[src/rtl/sum_io_rd_stream.sv]
// Read-side streaming engine for the sum_io_empty_3 window RAM: issues single-word
// reads on port 0 and replays them in address order on a valid/ready stream.
module sum_io_rd_stream #(
    parameter int DataWidth    = 400,
    parameter int AddressWidth = 13,
    parameter int WinBase      = 4000,
    parameter int WinSize      = 1000
) (
    input  logic                    clk,
    input  logic                    reset,
    input  logic                    start,
    input  logic [AddressWidth-1:0] start_addr,
    input  logic [AddressWidth-1:0] len,
    output logic                    busy,
    output logic                    done,
    output logic                    err,
    output logic [AddressWidth-1:0] address0,
    output logic                    ce0,
    input  logic [DataWidth-1:0]    q0,
    output logic [DataWidth-1:0]    m_data,
    output logic                    m_valid,
    input  logic                    m_ready,
    output logic                    m_last
);

    localparam logic [1:0] ST_IDLE  = 2'd0;
    localparam logic [1:0] ST_CHECK = 2'd1;
    localparam logic [1:0] ST_RUN   = 2'd2;

    localparam int CW = AddressWidth + 1;

    logic [1:0]              state;
    logic [AddressWidth-1:0] len_r;
    logic [AddressWidth-1:0] issue_addr;
    logic [AddressWidth-1:0] to_issue;
    logic [AddressWidth-1:0] popped;
    logic                    inflight;

    logic [DataWidth-1:0]    fifo_mem [2];
    logic                    rd_ptr;
    logic                    wr_ptr;
    logic [1:0]              count;

    logic [CW-1:0]           req_end;
    logic                    req_zero;
    logic                    req_bad;
    logic [1:0]              occ;
    logic                    push;
    logic                    pop;
    logic                    room;
    logic                    can_issue;

    // While in CHECK, issue_addr still holds the latched start address.
    assign req_end  = {1'b0, issue_addr} + {1'b0, len_r};
    assign req_zero = (len_r == '0);
    assign req_bad  = ({1'b0, issue_addr} < CW'(WinBase)) ||
                      (req_end > CW'(WinBase + WinSize));

    assign push      = inflight;
    assign pop       = m_valid && m_ready;
    assign occ       = count + {1'b0, inflight};
    // A slot freed by this cycle's pop can be reused by a read whose data lands next cycle.
    assign room      = (occ < 2'd2) || ((occ == 2'd2) && pop);
    assign can_issue = (to_issue != '0) && room;

    always_comb begin
        ce0 = 1'b0;
        if (state == ST_CHECK)
            ce0 = !req_zero && !req_bad && can_issue;
        else if (state == ST_RUN)
            ce0 = can_issue;
    end

    assign address0 = issue_addr;
    assign busy     = (state != ST_IDLE);
    assign m_valid  = (count != 2'd0);
    assign m_data   = m_valid ? fifo_mem[rd_ptr] : '0;
    assign m_last   = m_valid && (popped == len_r - 1'b1);

    // NOTE: the data storage is deliberately not reset; the pointers and occupancy
    // are, and m_data is gated by m_valid so stale contents never reach the port.
    always_ff @(posedge clk) begin
        if (push)
            fifo_mem[wr_ptr] <= q0;
    end

    always_ff @(posedge clk) begin
        if (reset) begin
            state      <= ST_IDLE;
            len_r      <= '0;
            issue_addr <= '0;
            to_issue   <= '0;
            popped     <= '0;
            inflight   <= 1'b0;
            rd_ptr     <= 1'b0;
            wr_ptr     <= 1'b0;
            count      <= 2'd0;
            done       <= 1'b0;
            err        <= 1'b0;
        end else begin
            done     <= 1'b0;
            err      <= 1'b0;
            inflight <= ce0;

            if (ce0) begin
                issue_addr <= issue_addr + 1'b1;
                to_issue   <= to_issue - 1'b1;
            end

            if (push)
                wr_ptr <= ~wr_ptr;
            if (pop) begin
                rd_ptr <= ~rd_ptr;
                popped <= popped + 1'b1;
            end
            case ({push, pop})
                2'b10:   count <= count + 1'b1;
                2'b01:   count <= count - 1'b1;
                default: count <= count;
            endcase

            case (state)
                ST_IDLE: begin
                    if (start) begin
                        issue_addr <= start_addr;
                        len_r      <= len;
                        to_issue   <= len;
                        popped     <= '0;
                        state      <= ST_CHECK;
                    end
                end
                ST_CHECK: begin
                    if (req_zero) begin
                        done  <= 1'b1;
                        state <= ST_IDLE;
                    end else if (req_bad) begin
                        done  <= 1'b1;
                        err   <= 1'b1;
                        state <= ST_IDLE;
                    end else begin
                        state <= ST_RUN;
                    end
                end
                ST_RUN: begin
                    if (pop && m_last) begin
                        done  <= 1'b1;
                        state <= ST_IDLE;
                    end
                end
                default: state <= ST_IDLE;
            endcase
        end
    end

endmodule

[config.mk]
export PLATFORM = sky130hd
export DESIGN_NAME = sum_io_rd_stream
export DESIGN_NICKNAME = d
export VERILOG_FILES = /design/src/rtl/sum_io_rd_stream.sv
export SDC_FILE = /design/constraint.sdc
export NUM_CORES = 1
export LEC_CHECK = 0
export CORE_AREA = 2 2 333 335
export CTS_CLUSTER_SIZE = 10
export DETAILED_ROUTE_END_ITERATION = 16
export DIE_AREA = 0 0 335 337
export DONT_BUFFER_PORTS = 1
export PLACE_DENSITY_LB_ADDON = 0.25
export REMOVE_ABC_BUFFERS = 1
export SKIP_CTS_REPAIR_TIMING = 1
export SYNTH_ARGS = -nofsm -noshare
export SYNTH_HDL_FRONTEND = slang
export SYNTH_SLANG_ARGS = --single-unit
[constraint.sdc]
create_clock -name clk -period 27.6 [get_ports clk]
set_input_delay 5.52 -clock clk [delete_from_list [all_inputs] [get_ports clk]]
set_output_delay 5.52 -clock clk [all_outputs]
set_load 0.01 [all_outputs]
Word-level counts from Yosys, hierarchy flattened:

Memories as Yosys holds them, arrays and structs flattened. A register that Yosys moved wholly into a read port is not among the register bits.
Cells that the tools add are included.

* output and inout port bits: 419
* logic and storage cells: 80
* bits in registers: 61
* memory bits (writable): 800
* memories: 1
* bits in read-only memories: 0
* latch bits: 0

* shift-type cells: 0
* magnitude comparators: 3
* bitwise operators: 3
* multiplexer cells: 26
* $mul: 0
* reduce and logical (&&, ||, !) cells: 20
* div/mod/pow operators: 0
* $add $sub $neg: 8
* equality and inequality tests: 8

Memory list
* fifo_mem: words 2, bits a word 400, rd ports 1, clocked after memory_dff 1, write ports 1, RTL line 39 `logic [DataWidth-1:0] fifo_mem [2];`

Operators with widths (count)
* 400-bit 2-to-1 mux: 1
* 13-bit 2-to-1 mux: 9
* 13-bit by 1-bit adder with 13-bit output (second input constant): 2
* 13-bit by 1-bit subtractor with 13-bit output (second input constant): 2
* 13-bit by 13-bit adder with 14-bit output: 1
* 14-bit by 13-bit greater-than comparator with 1-bit output (second input constant): 1
* 13-bit equality test: 1
* 13-bit logical NOT: 1
* 13-bit by 12-bit < comparator with 1-bit output (second input constant): 1
* 13-bit nonzero test: 1
* 1-bit 2-to-1 mux: 9
* 2-bit 2-to-1 mux: 4
* 1-bit logical AND: 7
* 2-bit equality test (second input constant): 3
* 2-bit case mux with 3 select lines: 1
* 2-bit nonzero test: 3
* 2-bit by 1-bit equality test with 1-bit output (second input constant): 2
* 2-bit case mux with 2 select lines: 1
* 2-bit AND reduction: 2
* 1-bit inverter: 3
* 3-bit OR reduction: 1
* 2-bit by 1-bit adder with 2-bit output: 1
* 2-bit by 1-bit adder with 2-bit output (second input constant): 1
* 1-bit logical NOT: 2
* other kinds (7): 8

Logic depth before layout (Yosys ltp):

* depth in word-level cells: 10
* depth in mapped cells: 13
* gate-level depth less buffers: 13

Worst setup path before layout:

OpenSTA, ideal clock, no wires.

* path type: register -> register
* from: register inflight
* to: memory fifo_mem[0][0] (enable)
* data required time: 26427 ps
* slack: 9387 ps
* path buffers: 0
* clock period less this slack: 18213 ps
* arrival time: 17040 ps
* cell stages (with the launch flop): 3
* setup time: 1173 ps
* cell sequence: dfxtp_1 -> inv_1 -> nor2_1

* word-level cells in the longest chain between the ends: 2

RTL lines
* start: declaration: RTL line 37 `logic inflight;`
* start signal: assignment: RTL line 94 `inflight <= 1'b0;`
* start signal: assignment: RTL line 103 `inflight <= ce0;`
* 1-bit 2-to-1 mux: RTL line 83 `if (push)`
* 1-bit 2-to-1 mux (not written as such): RTL line 84 `fifo_mem[wr_ptr] <= q0;`
* end: declaration: RTL line 39

Every way passes these cells.

Worst setup path after layout:

* from: input m_ready
* to: output ce0

* word-level cells in the longest chain between the ends: 6

RTL lines
* start: declaration: RTL line 22 `input logic m_ready,`
* 1-bit logical AND *: RTL line 60 `assign pop = m_valid && m_ready;`
* 1-bit logical AND *: RTL line 63 `assign room = (occ < 2'd2) || ((occ == 2'd2) && pop);`
* 1-bit logical OR *: RTL line 63
* 1-bit logical AND *: RTL line 64 `assign can_issue = (to_issue != '0) && room;`
* 1-bit 2-to-1 mux or 1-bit logical AND (tied branches): RTL line 70, 69
* 1-bit 2-to-1 mux *: RTL line 68 `if (state == ST_CHECK)`
* end: declaration: RTL line 18 `output logic ce0,`

Mark *: on every way between the ends. The rest lies on a longest branch, timed or not.

==> flow_summary.yaml <==
synth:
  synth_cells: 2185
  async_reset_ff_frac: 0
  synthTopCellsByArea: "edfxtp_1 71%, mux2i_1 12%, nor2_1 5.0%"
  synth_top_cell_area_share: 0.711
  seq_area_frac_synth: 0.747
  syn_area_per_cell_um2: 15.5
  synthFlopType: "edfxtp_1"
  ys_types: 64
  synth-edff-count: 800
  yosysTopAreaCell: "edfxtp_1"
  synth_seq_cells: 862
  syn_area_mm2: 0.0338
  yosysWarnings: 0
cts:
  cts_tree: "yes"
  cts_buffer_depth: 3
  htreeDepth: 3
  clock-root-buffer: "clkbuf_16"
  clkSinkCount: 862
  insertion_delay_ns: 0.68
  clk_pin_slew_ns: 0.05
  numCtsBuffers: 101
cells_and_area:
  finalNetCount: 2654
  drive_gt1_frac: 0.0684
  stdcell_count: 3670
  fin_area_mm2: 0.0383
  area_growth_pct: 13.2
worst_setup_path:
  cpPeakStageDelay_ns: 0.40
  r2r_slack_ns: 23.54
  path_max_fanout: 25
  r2r_start: "inflight"
  reg2reg_depth: 5
  path_delay_family: "compound AO/OA/AOI/OAI gates"
  crit_slowest_cell: "a221oi_1"
  r2r_end: "fifo_mem[0][107]"
  critPathArrivalTime_ns: 7.65
  path_buf_inv: 1
  path_class: "primary input to output pin"
  cp.required_ns: 22.08
  start_kind: "primary input"
  worstSetupEndpointType: "output pin"
  setup.worst_path.start: "m_ready"
  worstPathCellList: "nand3b_1, a221oi_1, o41ai_1, or2_1, a311o_2, a311oi_4, nor2_4, inv_2"
floorplan:
  start_util: 0.308
  rows: 122
  io_pins: 849
  dieArea_mm2: 0.113
  chipHeight_um: 337
  die_w_um: 335
  design.core.area_mm2: 0.110
placed_design:
  dpl.hpwl_mm: 61.7
  port_buffers: 0
  placed_area_mm2: 0.0354
  place_congestion: 0.803
  numPlacedInstances: 3524
power_and_ir_drop:
  combinationalPowerShare: 0.199
  power.density_mw_per_mm2: 88.6
  ir_drop_v: 0.0000626
  p_leak_nw: 11.8
  p_seq_frac: 0.452
  power.total_mw: 3.39
  switching_power_mw: 1.03
  p_clk_frac: 0.349
  p_int_mw: 2.36
  power.share.switching: 0.303
global_routing:
  grt_pass1_wl_mm: 124
  grt_busiest_layer: "met2"
  grt_max_degree: 171
  grt_pass1_vias: 18300
  antenna_found_initial: 8
  track_usage: 0.150
  met2_usage: 0.272
  use_met3: 0.0729
  overflow: 0
  grt_use_met1: 0.145
timing:
  clock_skew_ns: 0.0234
  period_needed_ns: 13.17
  setup-tns-final_ns: 0
  hold_violations: 0
  setup_violations: 0
  min_period_over_period: 0.477
  rsz0062_at_grt: "no"
  hold_ws_ns: 0.483
  maxSlewViolCount: 0
  worstMarginPinSlew_ns: 1.34
  fmax_mhz: 75.9
  slew_headroom: 0.108
hold_path:
  whs_endpoint: "state[1]"
  min_from: "state[1]"
  hold_depth: 2
  min_path_type: "register to register"
routing:
  initialDrtViolationCount: 1099
  wirelength_mm: 89.6
  wire_per_inst_um: 24.4
  drt-pass1-iter-count: 5
  routed_via_density: 4.88
  drc_errors: 0
  via_count: 17900
  ant_nets: 0
status:
  outcome: "finished clean"
flow_run:
  drv_cap: 0
[Yosys cell counts, drive strengths merged (2+ instances only)]
cell	count
a211o	3
a211oi	5
a21o	3
a21oi	40
a311o	2
a31oi	16
and2	2
and3	6
and4b	2
buf	37
clkbuf	70
dfxtp	62
edfxtp	800
ha	22
inv	17
mux2i	406
nand2	53
nand2b	5
nand3	14
nand3b	2
nand4	10
nor2	452
nor2b	5
nor3	9
nor3b	2
nor4	3
o211ai	2
o21a	3
o21ai	36
o31a	2
o31ai	4
or2	2
or3	15
or4	7
or4b	2
xnor2	24
xor2	21
[power by group through the flow]
stage                     logic [mW]  clock network [mW]  registers [mW]
after floorplan                0.747                   0            1.64
after global placement         0.690                   0            1.56
after detailed placement       0.694                   0            1.56
after CTS                      0.695                1.22            1.53
after global routing           0.729                1.26            1.54
final                          0.675                1.18            1.53
[cell families after synthesis]
| kind of cell | share of synthesized area |
|---|---|
| buf+inv | 0.0139 |
| xor+xnor | 0.0117 |
| simple gates | 0.0733 |
| mux | 0.121 |
| fa+ha+maj | 0.00874 |
| flops | 0.747 |
| compound gates | 0.0244 |
[worst reg2reg max path, stage by stage (launching register included)]
cell and delay (ns):
dfxtp_1 0.40, inv_1 0.11, nor2_4 0.48, buf_4 0.91, buf_4 1.00, buf_4 0.75
[through the flow]
| step | worst slack, ns | utilization |
|---|---|---|
| after floorplan | 7.45 | - |
| after global placement | 14.34 | 0.323 |
| after detailed placement | 14.38 | 0.323 |
| after CTS | 14.38 | 0.349 |
| after global routing | 14.26 | 0.349 |
| final | 14.43 | 0.349 |
[worst max path at each step]
stage | end | slack (ns) | cells after the start
5_1_grt | ce0 | 14.26 | 8
3_3_place_gp | ce0 | 14.34 | 8
3_5_place_dp | ce0 | 14.38 | 8
6_report | ce0 | 14.43 | 8
4_1_cts | ce0 | 14.38 | 8
2_1_floorplan | m_last | 7.45 | 6
[per-layer routing]
metal  up-vias  part of all wire  wire (um)
met5         -           0.00096         86
met4        10             0.030       2690
li1       8103                 -          -
met2       676              0.53      47600
met3       156              0.11       9610
met1      8978              0.33      29600
[state kept, by name, summed over array words and instances (netlist names), named ones only]
register  count
count         2
state         2
inflight      1
len_r        13
to_issue     13
fifo_mem    800
done          1
wr_ptr        1
rd_ptr        1
err           1
popped       13
address0     13
[layout by cell type (no fill, tap or decap), drive strengths merged, types with 6 or more instances in the layout]
master  count
a21oi      40
inv        21
dfxtp      62
o21ai      36
ha         22
a31oi      16
nand4      10
or4         7
or3        15
clkinv     10
diode       6
clkbuf    124
edfxtp    800
nor3        9
nor2      452
nand3      14
buf        20
nand2      53
xor2       21
mux2i     406
and3        6
xnor2      24
[final cells by class]
class	instances	area (um2)
repair buffers	20	200
diodes	6	15.0
clock buffers	124	2660
flip-flops and latches	862	25300
multi-input cells	1199	8080
well taps	1426	1780
fillers	10500	71300
clock inverters	16	193
inverters	17	63.8
(Power assumes the default switching activity.)
